--- config.mk ---
export PLATFORM = sky130hd
export DESIGN_NAME = alu_issue_ctrl
export DESIGN_NICKNAME = d
export VERILOG_FILES = /design/src/rtl/alu_pkg.sv /design/src/rtl/alu_res_fifo.sv /design/src/rtl/alu_issue_ctrl.sv
export SDC_FILE = /design/constraint.sdc
export NUM_CORES = 1
export LEC_CHECK = 0
export ABC_CLOCK_PERIOD_IN_PS = 5500
export CAP_MARGIN = 10
export CORE_UTILIZATION = 55
export CTS_BUF_LIST = sky130_fd_sc_hd__clkbuf_8 sky130_fd_sc_hd__clkbuf_16
export CTS_CLUSTER_DIAMETER = 150
export DETAILED_ROUTE_END_ITERATION = 10
export GPL_ROUTABILITY_DRIVEN = 0
export GPL_TIMING_DRIVEN = 1
export PLACE_DENSITY = 0.85
export SLEW_MARGIN = 0
export SYNTH_ARGS = -nofsm -noshare
export SYNTH_HDL_FRONTEND = slang
export SYNTH_SLANG_ARGS = --single-unit
--- constraint.sdc ---
create_clock -name clk -period 5.5 [get_ports clk]
set_input_delay 1.1 -clock clk [delete_from_list [all_inputs] [get_ports clk]]
set_output_delay 1.1 -clock clk [all_outputs]
set_load 0.005 [all_outputs]
--- src/rtl/alu_pkg.sv ---
// Shared widths, issue-FSM state type and result-entry sizing for the ALU issue stage.
// ALU_OVERFLOW_EN adds one overflow bit to every result entry.
package alu_pkg;

    localparam int ALU_W_IN  = 8;
    localparam int ALU_W_SEL = 3;
    localparam int ALU_W_OUT = 16;

`ifdef ALU_OVERFLOW_EN
    localparam int OVF_BITS = 1;
`else
    localparam int OVF_BITS = 0;
`endif

    typedef enum logic {
        IDLE = 1'b0,
        EXEC = 1'b1
    } issue_state_t;

    typedef struct packed {
        logic [ALU_W_SEL-1:0] sel;
`ifdef ALU_OVERFLOW_EN
        logic                 ovf;
`endif
        logic [ALU_W_OUT-1:0] z;
    } res_entry_t;

    // Entry layout is {sel, [ovf,] z}; width for non-default sel/z widths.
    function automatic int entry_width(input int w_sel, input int w_out);
        return w_sel + OVF_BITS + w_out;
    endfunction

endpackage

--- src/rtl/alu_res_fifo.sv ---
// Synchronous result FIFO with occupancy count; push is ignored when full, pop when empty.
module alu_res_fifo #(
    parameter int DEPTH = 4,
    parameter int WIDTH = 19
) (
    input  logic                       clk,
    input  logic                       rst,
    input  logic                       push,
    input  logic [WIDTH-1:0]           push_data,
    input  logic                       pop,
    output logic [WIDTH-1:0]           pop_data,
    output logic                       full,
    output logic                       empty,
    output logic [$clog2(DEPTH):0]     count
);

    localparam int AW = $clog2(DEPTH);

    logic [WIDTH-1:0] mem [DEPTH];
    logic [AW-1:0]    wr_ptr;
    logic [AW-1:0]    rd_ptr;
    logic             do_push;
    logic             do_pop;

    assign full     = (count == (AW+1)'(DEPTH));
    assign empty    = (count == '0);
    assign do_push  = push && !full;
    assign do_pop   = pop && !empty;
    assign pop_data = mem[rd_ptr];

    // NOTE: state updates use non-blocking assignments so every register samples pre-edge values.
    always_ff @(posedge clk) begin
        if (rst) begin
            wr_ptr <= '0;
            rd_ptr <= '0;
            count  <= '0;
        end else begin
            if (do_push) wr_ptr <= wr_ptr + 1'b1;
            if (do_pop)  rd_ptr <= rd_ptr + 1'b1;
            case ({do_push, do_pop})
                2'b10:   count <= count + 1'b1;
                2'b01:   count <= count - 1'b1;
                default: count <= count;
            endcase
        end
    end

    // NOTE: storage is not reset; validity is tracked by count alone, keeping the array a plain RAM.
    always_ff @(posedge clk) begin
        if (do_push) mem[wr_ptr] <= push_data;
    end

endmodule

--- src/rtl/alu_issue_ctrl.sv ---
// Issue stage for a combinational ALU: registers x/y/sel, waits SETTLE_CYCLES, queues {sel, z}.
// Define ALU_OVERFLOW_EN to carry the ALU overflow flag alongside each result.
module alu_issue_ctrl
    import alu_pkg::*;
#(
    parameter int W_IN          = ALU_W_IN,
    parameter int W_SEL         = ALU_W_SEL,
    parameter int W_OUT         = ALU_W_OUT,
    parameter int FIFO_DEPTH    = 4,
    parameter int SETTLE_CYCLES = 1
) (
    input  logic             clk,
    input  logic             rst,
    input  logic             cmd_valid,
    output logic             cmd_ready,
    input  logic [W_IN-1:0]  cmd_x,
    input  logic [W_IN-1:0]  cmd_y,
    input  logic [W_SEL-1:0] cmd_sel,
    output logic [W_IN-1:0]  alu_x,
    output logic [W_IN-1:0]  alu_y,
    output logic [W_SEL-1:0] alu_sel,
    input  logic [W_OUT-1:0] alu_z,
    output logic             res_valid,
    input  logic             res_ready,
    output logic [W_OUT-1:0] res_z,
    output logic [W_SEL-1:0] res_sel,
    output logic             busy,
`ifdef ALU_OVERFLOW_EN
    input  logic             alu_ovf,
    output logic             res_ovf,
`endif
    output logic [15:0]      op_count
);

    localparam int ENTRY_W = entry_width(W_SEL, W_OUT);
    localparam int CNT_W   = (SETTLE_CYCLES > 1) ? $clog2(SETTLE_CYCLES) : 1;
    localparam int FCW     = $clog2(FIFO_DEPTH) + 1;

    issue_state_t        state;
    issue_state_t        state_nxt;
    logic [CNT_W-1:0]    settle_cnt;
    logic                accept;
    logic                push;
    logic [ENTRY_W-1:0]  push_data;
    logic [ENTRY_W-1:0]  pop_data;
    logic                fifo_full;
    logic                fifo_empty;
    logic [FCW-1:0]      fifo_count;

    assign cmd_ready = (state == IDLE) && !fifo_full;
    assign accept    = cmd_valid && cmd_ready;
    assign busy      = (state != IDLE);

    always_ff @(posedge clk) begin
        if (rst) state <= IDLE;
        else     state <= state_nxt;
    end

    // NOTE: every always_comb output gets a default first, so no path can infer a latch.
    always_comb begin
        state_nxt = state;
        push      = 1'b0;
        case (state)
            IDLE: if (accept) state_nxt = EXEC;
            EXEC: begin
                if (settle_cnt == CNT_W'(SETTLE_CYCLES - 1)) begin
                    push      = 1'b1;
                    state_nxt = IDLE;
                end
            end
            default: state_nxt = IDLE;
        endcase
    end

    // Operands only change on accept, so the ALU inputs stay quiet while idle.
    always_ff @(posedge clk) begin
        if (rst) begin
            alu_x      <= '0;
            alu_y      <= '0;
            alu_sel    <= '0;
            settle_cnt <= '0;
            op_count   <= '0;
        end else begin
            if (accept) begin
                alu_x      <= cmd_x;
                alu_y      <= cmd_y;
                alu_sel    <= cmd_sel;
                settle_cnt <= '0;
            end else if (state == EXEC) begin
                settle_cnt <= settle_cnt + 1'b1;
            end
            if (push) op_count <= op_count + 16'd1;
        end
    end

`ifdef ALU_OVERFLOW_EN
    assign push_data = {alu_sel, alu_ovf, alu_z};
    assign res_ovf   = !fifo_empty && pop_data[W_OUT];
`else
    assign push_data = {alu_sel, alu_z};
`endif

    alu_res_fifo #(
        .DEPTH (FIFO_DEPTH),
        .WIDTH (ENTRY_W)
    ) u_fifo (
        .clk       (clk),
        .rst       (rst),
        .push      (push),
        .push_data (push_data),
        .pop       (res_ready),
        .pop_data  (pop_data),
        .full      (fifo_full),
        .empty     (fifo_empty),
        .count     (fifo_count)
    );

    assign res_valid = !fifo_empty;
    assign res_sel   = pop_data[ENTRY_W-1 -: W_SEL];
    assign res_z     = pop_data[W_OUT-1:0];

    // Acceptance is gated on full, so a sample edge must always find room.
    push_has_room: assert property (@(posedge clk) disable iff (rst)
        push |-> (fifo_count < FCW'(FIFO_DEPTH)));

endmodule

# Word level (Yosys, flattened, before mapping)
# Memory sizes are Yosys's and may differ from the RTL's. A register that Yosys moved wholly into a read port is not among the register bits.
# Cells that the tools add are included.
[classes] n_addsub=6 mul=0 div_mod_pow=0 magnitude_cmp=0 n_eq_ne=3 shifts=0 muxes=10 n_bitwise=1 n_reduce_logical=9
[ops] op="$add A16 B1 Y16 const B" n=1
[ops] op="$mux W1" n=6
[ops] op="$pmux W3 S2" n=1
[ops] op="$add A2 B1 Y2 const B" n=2
[ops] op="$logic_and A1 B1 Y1" n=4
[ops] op="$mux W2" n=2
[ops] op="$add A3 B1 Y3 const B" n=1
[ops] op="$eq A3 B3 Y1 const B" n=1
[ops] op="$logic_not A3 Y1" n=1
[ops] op="$sub A3 B1 Y3 const B" n=1
[ops] op="$eq A2 B1 Y1 const B" n=1
[ops] op="$eq A2 B2 Y1 const B" n=1
[ops] op="$logic_not A1 Y1" n=2
[ops] op="$pmux W1 S2" n=1
[ops] op="$reduce_bool A2 Y1" n=1
[ops] op="$reduce_or A2 Y1" n=1
[ops] op="$add A1 B1 Y1 const B" n=1
[ops] op="$not A1 Y1" n=1
[totals] reg_bits=44 latch_bits=0 ram_bits=76 rom_bits=0 out_inout_bits=57 memories=1
[mem_list] name="u_fifo.mem" depth=4 width=19 rd=1 rd_ports_with_merged_regs=1 wr=1 line_no="alu_res_fifo.sv:19" source="logic [WIDTH-1:0] mem [DEPTH];"

# Longest topological paths before layout
[logic_depth] ltp_word=6 mapped_depth=10 ltp_nobuf=9

# Hierarchy
# A second synthesis with hierarchy kept.
[hier_totals] cells_unflattened=324 area_unflattened_um2=4695.8
[modules_own_cells] module="alu_res_fifo" instances=1 cells_each=153 area_per_inst_um2=3260.6 seq_area_each_um2=2462.4
[modules_own_cells] module="alu_issue_ctrl" instances=1 cells_each=171 area_per_inst_um2=1435.1 seq_area_each_um2=740.7

# Worst setup path before layout
# OpenSTA, ideal clock, no wires.
[synth_path] path_type="register to output" from="reg with a tool-made name" to="out res_sel[0]" arrival_ns=1.428 required_ns=4.400 setup_slack_ns=2.972 path_stages_with_launch=4 n_path_buf=2 path_cell_list="dfxtp_1 > buf_2 > buf_2 > mux4_2"
[synth_rtl] item="end: declaration" line_no="alu_issue_ctrl.sv:26" source="output logic [W_SEL-1:0] res_sel,"

==> results.tsv <==
stage	metric	value	unit
cts	clk buf depth	2	
floorplan	initial core utilization	56.77	%
yosys	syn_nets	353	
cts	post-CTS setup buffer count	0	
cts	Sink Count	122	
cts	clk slew on worst S/H paths	0.06	ns
yosys	most common cell in the netlist	edfxtp_1	
critical_path	worst path required time	4.40	ns
cts	CTS resizes	0	
floorplan	die height	94.09	um
power	sequential power share	40.8	%
global_route	first-pass GRT wire length	13.20	mm
timing	hold_ws	0.4973	ns
yosys	ys flop type	edfxtp_1	
power	Clk pwr share	41.2	%
yosys	Synth Area per Inst	15.19	um2
timing	Final WS setup	2.061	ns
cells_and_area	area grow syn2layout	35.33	%
timing	pin slew with the least headroom to its limit	1.022	ns
cts	H-Tree Level Count	4	
timing	max-slew violations	0	
route	initial drt markers	144	
timing	final hold vios	0	
job	max cap viols	0	
floorplan	core area	8217	um2
timing	RSZ-0062 raised after global routing	no	
cells_and_area	final std cells w/o fill	529	
yosys	number of flops mapped to enable cells by yosys	76	
cells_and_area	nets	458	
route	DR pass1 iterations	4	
yosys	Cell Area, Synth	4664	um2
power	Sw Share	23.72	%
cells_and_area	ANT cells	0	
cells_and_area	FILL cells	475	
yosys	top cell type's share of synthesized area	48.93	%
critical_path	worst-path maximum fanout	19	
route	DRC Markers	0	
placement	Placed Instance Area	5725	um2
critical_path	Crit Path Category	reg2out	
floorplan	Top-Level Pins	96	
floorplan	Die ar.	8853	um2
yosys	Syn Inst Count	307	
power	Net Sw Power	0.6249	mW
global_route	number of global-route vias before repair	2750	
global_route	antenna violations before repair	0	
route	via count	2747	
yosys	Synth cell types	30	
cts	CTS tree	done	
floorplan	row count	33	
critical_path	Worst path slowest cell	dfxtp_1	
global_route	grt total ovfl	0	
timing	Slew headroom	31.84	%
yosys	Seq/Total Area, Yosys	68.67	%
cells_and_area	design area	6312	um2
route	vias per std cell	5.193	
route	WL per Instance	16.03	um
critical_path	CP max stage delay	0.95	ns
global_route	largest net degree at the start of global routing	40	
power	Int Pwr	2.009	mW
cts	Root Buffer	clkbuf_8	
floorplan	Die X	94.09	um
placement	IO buf count	95	
timing	Final period util	62.53	%
cells_and_area	share of cells above drive strength 1	13.92	%
cts	Num CTS Buffers	17	
timing	max frequency	0.2908	GHz
critical_path	crit path DAT	2.34	ns
run_status	status	complete, no violations	
critical_path	crit end category	output port	
power	Pleak	2.162	nW
yosys	Post-synth ARST share	0	%
route	Total Wirelength	8.480	mm
route	antenna viol nets, final	0	
yosys	Warnings, synthesis	0	
critical_path	crit-path cells	mux4_2 > clkdlybuf4s50_1	
timing	Final setup viols	0	
yosys	top post-synthesis cells by area	edfxtp_1 (49%), dfxtp_1 (20%), mux4_2 (9.2%)	
timing	minimum clock period	3.439	ns
placement	Placement Setup Slack	2.396	ns
critical_path	Startpoint Class	flop	
power	Logic pwr share	18.0	%
yosys	#FFs+latches synth	122	
power	total power	2.634	mW
power	power density cells	417.3	nW/um2
timing	setup tns final	0	ns
worst_hold_path	Hold Path Class	reg2reg	
yosys	cell accounting for the most synthesized area	edfxtp_1	
placement	Inst Count DP	498	
yosys	top cells by count, synth	edfxtp_1 (76), dfxtp_1 (46), nor2_1 (43)	
placement	DP HPWL	5.313	mm
cts	clk_lat worst skew	0.50	ns
global_route	GR Util All Layers	20.40	%
timing	clock skew	0.009162	ns
cts	Hold Buf Count CTS	0	
power	Worst VDD drop	0.0002644	V
cells_and_area	Layout Utilization	76.82	%
-- area by class of cell --
type / count / area [um2] / area share [%]
Clock inverter: 14 / 172.7 / 2.735
Inverter: 9 / 33.78 / 0.5352
Clock buffer: 17 / 414.1 / 6.561
Multi-Input combinational cell: 164 / 1384 / 21.92
Timing Repair Buffer: 98 / 973.4 / 15.42
Sequential cell: 122 / 3203 / 50.74
Tap cell: 105 / 131.4 / 2.081
-- power by group through the flow --
stage	clock, mW	combinational [mW]	sequential (mW)
finish	1.09	0.474	1.07
detailed placement	0	0.480	1.09
global placement	0	0.468	1.09
floorplan	0	0.263	1.08
CTS	1.10	0.484	1.07
global route	1.15	0.516	1.08
-- layer usage --
layer	wire length (um)	global-route usage, %	share of wire (%)
met5	0	0	0
met4	49	6.282	0.58
met3	537	8.981	6.3
met2	4134	32.54	49
met1	3758	24.95	44
-- path summary, 6_finish.rpt --
check,slack (ns),depth (start not counted),end,from
max,2.06,2,res_sel[0],flop
min,0.50,2,alu_x[1],alu_x[1]
max reg2reg,2.83,3,u_fifo.mem[3][18],busy
min reg2reg,0.50,2,alu_x[1],alu_x[1]
-- critical path, delay by kind of cell (launching register included) --
kind                   cells  cell delay (ns)
multiplexers               1             0.42
buffers and inverters      1             0.48
flip-flops                 1             0.95
-- cell usage in the layout, fill, tap and decap left out, types with 2 or more instances in the layout --
cell type,n
clkdlybuf4s50_1,95
edfxtp_1,76
dfxtp_1,46
nor2_1,43
mux2i_1,20
mux4_2,19
clkbuf_16,16
inv_1,9
a21oi_1,9
xnor2_1,9
nand2_1,8
or3_1,6
ha_1,6
and2_1,5
xor2_1,5
nor2b_1,5
clkinvlp_4,5
nand3_1,4
nor3_1,4
mux2_2,4
o21ai_0,4
nand4_1,3
nor4_1,3
bufinv_16,3
inv_6,3
buf_4,3
clkinv_2,2
-- logic make-up (layout without fill, tap and decap cells) --
group | Yosys count | in the layout | share of synthesized area [%]
and+or+nand+nor | 85 | 85 | 8.557
AOI/OAI and AO/OA | 15 | 15 | 1.851
DFF | 122 | 122 | 68.67
adders and majority gates | 7 | 7 | 2.039
xor gates and xnor gates | 14 | 14 | 2.629
muxes | 43 | 43 | 14.43
buffers and inverters | 21 | 138 | 1.824
-- registers in the layout (all words and copies together) (netlist names), named ones only --
signal         count
alu_x              8
busy               1
u_fifo.count       3
alu_sel            3
alu_y              8
settle_cnt         1
u_fifo.mem        76
op_count          16
u_fifo.rd_ptr      2
u_fifo.wr_ptr      2
Note: power is estimated with default switching activity, not from simulation.
